==> config.mk <==
export PLATFORM = sky130hd
export DESIGN_NAME = striping
export DESIGN_NICKNAME = d
export VERILOG_FILES = /design/src/rtl/striping_pkg.sv /design/src/rtl/striping_lane_reg.sv /design/src/rtl/striping.sv
export SDC_FILE = /design/constraint.sdc
export NUM_CORES = 1
export LEC_CHECK = 0
export ABC_AREA = 1
export CORE_ASPECT_RATIO = 2
export CORE_MARGIN = 10
export CORE_UTILIZATION = 28
export CTS_CLUSTER_DIAMETER = 120
export DETAILED_ROUTE_END_ITERATION = 10
export GPL_ROUTABILITY_DRIVEN = 1
export PLACE_DENSITY = 0.57
export SLEW_MARGIN = 15
export SYNTH_ARGS = -nofsm -noshare
export SYNTH_HDL_FRONTEND = slang
export SYNTH_SLANG_ARGS = --single-unit
==> constraint.sdc <==
create_clock -name clk_2f -period 0.9 [get_ports clk_2f]
set_input_delay 0.18 -clock clk_2f [delete_from_list [all_inputs] [get_ports clk_2f]]
set_output_delay 0.18 -clock clk_2f [all_outputs]
set_load 0.02 [all_outputs]
==> src/rtl/striping_pkg.sv <==
// Shared definitions for the two-lane striper and its un-striping partner.
// The lane-select encoding must match on both sides of the lanes.
package striping_pkg;

    localparam int DEFAULT_DATA_WIDTH = 32;

    // Selector FSM states; the value doubles as the target lane index.
    localparam logic [0:0] LANE0 = 1'b0;
    localparam logic [0:0] LANE1 = 1'b1;

    function automatic logic [0:0] next_lane(input logic [0:0] cur);
        return (cur == LANE0) ? LANE1 : LANE0;
    endfunction

endpackage

==> src/rtl/striping_lane_reg.sv <==
// One lane output register: captures a word on load and flags it valid
// for exactly that cycle; otherwise the word is held and valid drops.
module striping_lane_reg
    import striping_pkg::*;
#(
    parameter int DATA_WIDTH = DEFAULT_DATA_WIDTH
) (
    input  logic                  clk_2f,
    input  logic                  reset,
    input  logic                  load,
    input  logic [DATA_WIDTH-1:0] d,
    output logic [DATA_WIDTH-1:0] q,
    output logic                  valid
);

    always_ff @(posedge clk_2f) begin
        if (reset) begin
            q     <= '0;
            valid <= 1'b0;
        end else if (load) begin
            q     <= d;
            valid <= 1'b1;
        end else begin
            valid <= 1'b0;
        end
    end

endmodule

==> src/rtl/striping.sv <==
// Transmit-side word striper: alternates valid input words between lane 0
// and lane 1, starting on lane 0 after reset, with one cycle of latency.
module striping
    import striping_pkg::*;
#(
    parameter int DATA_WIDTH = DEFAULT_DATA_WIDTH
) (
    input  logic                  clk_2f,
    input  logic                  reset,
    input  logic [DATA_WIDTH-1:0] data_in,
    input  logic                  valid_in,
    output logic [DATA_WIDTH-1:0] lane_0,
    output logic [DATA_WIDTH-1:0] lane_1,
    output logic                  valid_0,
    output logic                  valid_1
);

    // Handshake: valid-only, no backpressure. A word is consumed on every
    // rising edge where valid_in=1 and reset=0; valid_0/valid_1 pulse for
    // one cycle when the matching lane register holds a fresh word.

    logic [0:0] sel;
    logic [0:0] sel_next;
    logic       load_0;
    logic       load_1;

    // Bubbles hold the selector so lane order survives gaps in valid_in.
    always_comb begin
        sel_next = sel;
        if (valid_in) begin
            sel_next = next_lane(sel);
        end
    end

    always_ff @(posedge clk_2f) begin
        if (reset) begin
            sel <= LANE0;
        end else begin
            sel <= sel_next;
        end
    end

    assign load_0 = valid_in & (sel == LANE0);
    assign load_1 = valid_in & (sel == LANE1);

    striping_lane_reg #(
        .DATA_WIDTH(DATA_WIDTH)
    ) u_lane_0 (
        .clk_2f (clk_2f),
        .reset  (reset),
        .load   (load_0),
        .d      (data_in),
        .q      (lane_0),
        .valid  (valid_0)
    );

    striping_lane_reg #(
        .DATA_WIDTH(DATA_WIDTH)
    ) u_lane_1 (
        .clk_2f (clk_2f),
        .reset  (reset),
        .load   (load_1),
        .d      (data_in),
        .q      (lane_1),
        .valid  (valid_1)
    );

endmodule

Yosys cells after proc, flatten, opt, wreduce, memory -nomap -nowiden
Cells that the tools add are included.
Widths: inputs -> output; s select.
- input port bits: 35
- flip-flop bits (word level): 67
- output and inout bits: 66
- mux-type cells: 3
- bitwise gates (word level): 3
- operators with widths (cell ; count):
    $mux 1 ; 3
    $and 1x1->1 ; 2
    $not 1->1 ; 1

Longest topological paths before layout
- word-level depth: 3
- gate-level depth with buffers: 6
- mapped depth without buffers: 4

By module
A second synthesis with hierarchy kept.
- cell total of the unflattened synthesis: 421
- area, all modules: 2757.6 um^2
- modules (own cells, without submodules) (module ; area an instance (um^2) ; sequential area each (um^2) ; instances ; cells an instance):
    striping_lane_reg ; 1352.5 ; 660.6 ; 2 ; 206
    striping ; 52.6 ; 20.0 ; 1 ; 9

Worst setup path before layout
OpenSTA, ideal clock, no wires.
- kind: reg2reg
- from: register sel
- to: register u_lane_0.q[19]
- clock period less this slack: 0.951 ns
- arrival time: 0.838 ns
- path buffers: 2
- path slack: -0.051 ns
- stages on the path, launching flop included: 7
- path through: dfxtp_1 buf_4 inv_2 buf_2 nand3_1 nand2_1 nor2_1
- word-level cells in the longest chain between the ends: 2
- ends and longest elaborated chain (item ; RTL line ; text):
    from (decl) ; striping.sv:22 ; logic [0:0] sel;
    from (signal assigned) ; striping.sv:39 ; sel <= sel_next;
    $not 1->1 ; striping.sv:43 ; assign load_0 = valid_in & (sel == LANE0);
    $and 1x1->1 ; striping.sv:43 ;
    to (signal assigned) ; striping_lane_reg.sv:18 ; q <= '0;
    to (signal assigned) ; striping_lane_reg.sv:21 ; q <= d;
    to (decl) ; striping_lane_reg.sv:12 ; output logic [DATA_WIDTH-1:0] q,
Every way passes these cells.
A chain may end at the register's enable or synchronous reset.

Final worst setup path
- from: register u_lane_1.q[12]
- to: output lane_1[12]
- RTL lines (item ; RTL line ; text):
    from (decl) ; striping_lane_reg.sv:12 ;
    from (signal assigned) ; striping_lane_reg.sv:18 ;
    from (signal assigned) ; striping_lane_reg.sv:21 ;
    to (decl) ; striping.sv:13 ; output logic [DATA_WIDTH-1:0] lane_1,
No word-level cell between the ends.

==> results.sh <==
export IMPL_seq_area_frac_synth_pct=50.3
export IMPL_path_clk_slew_ns=0.05
export IMPL_cellLeakagePower_nw=2.08
export IMPL_maxSlewViolCount=0
export IMPL_cp_num_buf_inv=1
export IMPL_dp_hpwl_mm=6.36
export IMPL_wire_per_inst_um=15.1
export IMPL_clock_latency_ns=0.32
export IMPL_layout_cells_non_filler=587
export IMPL_post_route_cell_area_sq_mm=0.00452
export IMPL_dr_total_vias=2651
export IMPL_ys_warn_count=0
export IMPL_numCtsBuffers=9
export IMPL_critical_path_arrival_ns=0.79
export IMPL_skew_ns=0.00222
export IMPL_globalRoute_busiestLayer="met2"
export IMPL_cp_start_kind="flop"
export IMPL_place_inst=556
export IMPL_coreArea_sq_mm=0.00932
export IMPL_layout_setup_ws_ns=-0.0674
export IMPL_synth_area_sq_mm=0.00267
export IMPL_start_util_pct=28.6
export IMPL_irDropWorstVdd_uv=1070
export IMPL_numPortBuffers=100
export IMPL_first_pass_iters=4
export IMPL_hold_path_class="in -> reg"
export IMPL_yosysUniqueCellTypes=14
export IMPL_final_cell_mix="buf_6 (69), dfxtp_2 (66), nor2_1 (65)"
export IMPL_status="complete, but fails checks"
export IMPL_synth_area_leaders="dfxtp_1 (50%), nand3_1 (12%), nand2_1 (9.2%), nor2_1 (9.2%), a21oi_1 (6.2%)"
export IMPL_via_per_inst=4.52
export IMPL_rows=50
export IMPL_syn_num_nets=394
export IMPL_drive_gt1_share_pct=40.0
export IMPL_min_period_over_period_pct=107
export IMPL_fmaxAchievable_mhz=1030
export IMPL_totalPowerFinal_w=0.00828
export IMPL_crit_chain="buf_6"
export IMPL_cp_max_fo=2
export IMPL_grt_util_met2_pct=22.3
export IMPL_die_area_sq_mm=0.0141
export IMPL_synth_area_leader_cell="dfxtp_1"
export IMPL_critPathTopFamily="flip-flops"
export IMPL_grt_first_pass_wirelength_mm=13.4
export IMPL_maxCapViolCount=0
export IMPL_die_h_um=158
export IMPL_placed_area_sq_mm=0.00380
export IMPL_ctsRootBufferMaster="clkbuf_16"
export IMPL_hold_ws_ns=0.310
export IMPL_ant_nets=0
export IMPL_antenna_found_initial=0
export IMPL_die_width_um=89.0
export IMPL_area_delta_synth_final_pct=69.7
export IMPL_cts_sinks=67
export IMPL_synth_top_cell_area_share_pct=50.3
export IMPL_cts_buffer_depth=2
export IMPL_crit_slowest_cell="dfxtp_2"
export IMPL_pin_count=101
export IMPL_h_tree_depth=3
export IMPL_slew_headroom_pct=84.8
export IMPL_grt_overflow_total=0
export IMPL_crit_type="reg -> out"
export IMPL_drtIter0Drc=109
export IMPL_period_needed_ns=0.967
export IMPL_avgSynthCellArea_sq_um=7.42
export IMPL_track_usage_pct=12.5
export IMPL_grt_max_degree=34
export IMPL_nets=513
export IMPL_rsz0062_at_grt="true"
export IMPL_tightestPinTransition_ns=0.228
export IMPL_grt_met1_usage_pct=12.3
export IMPL_crit_path_end_kind="output port"
export IMPL_gpl_final_weighted_congestion=0.776
export IMPL_ys_ff_latch=67
export IMPL_setup_viol=113
export IMPL_drc=0
export IMPL_cts_tree="built"
export IMPL_grt_util_met3_pct=4.27
export IMPL_violations="setup timing"
export IMPL_place_ws_ns=-0.342
export IMPL_synthCells=359
export IMPL_grt_pass1_vias=2633
export IMPL_required_ns=0.72
export IMPL_finalWirelength_mm=8.85
export IMPL_final_hold_viol_count=0
export IMPL_max_stage_delay_ns=0.35
export IMPL_layout_commonest_cell="buf_6"
export IMPL_powerDensity_mw_per_mm2=1830
export IMPL_n_antenna_cell=0
==> what timing repair did <==
item,4_1_cts,5_1_grt
setup endpoints to repair,132,131
gates resized for setup,478,6
gates cloned,1,2
hold buffers,0,0
buffers inserted,9,3
pin swaps,3,0
==> cell families after synthesis <==
family | synth area share, %
AND/OR/NAND/NOR | 31.2
flip-flops | 50.3
buffers and inverters | 12.3
AO/OA/AOI/OAI | 6.20
==> power by group <==
group          leakage [nW]  switching, W  internal, W  total [W]
Sequential            0.576      0.000147      0.00319    0.00334
Combinational          1.36      0.000786     0.000822    0.00161
Clock                 0.146       0.00117      0.00216    0.00333
==> layer usage <==
metal,wire (um),vias to the layer above
met5,0,-
met1,3260,1208
met4,211,0
met3,537,13
met2,4840,67
li1,-,1363
==> registers in the layout (all words and copies together) (netlist names) <==
signal	cells
u_lane_0.q	32
u_lane_1.q	32
sel	1
u_lane_0.valid	1
u_lane_1.valid	1
==> final cells by class <==
class,count,area (sq um)
Timing Repair Buffer,135,1520
Inverter,35,136
Clock inverter,1,5.00
Clock buffer,15,288
Fill cell,905,4800
Sequential cell,67,1430
Tap cell,104,130
Multi-Input combinational cell,230,1020
==> Yosys cell counts <==
cell type,number
nand2_1,65
clkbuf_1,3
inv_2,2
nor2_4,1
inv_1,33
buf_6,8
nor2_1,65
dfxtp_1,67
buf_4,6
nand3_1,64
buf_2,10
nor3_1,1
nand2_2,1
a21oi_1,33
==> stage by stage <==
stage	util, %	TNS (ns)
after detailed placement	40.8	-31.02
after global routing	48.5	-10.14
after floorplan	-	-0.272
final	48.5	-3.82
after CTS	47.5	-5.43
after global placement	40.8	-29.63
==> path summary, 6_finish.rpt <==
kind / from / end / slack [ns] / cells after the start
max: u_lane_1.q[12] / lane_1[12] / -0.07 / 1
min: valid_in / u_lane_0.valid / 0.31 / 4
max reg2reg: sel / u_lane_1.q[29] / -0.04 / 3
min reg2reg: u_lane_1.q[4] / u_lane_1.q[4] / 0.46 / 2
No activity file was read; power rests on OpenSTA's default activity.
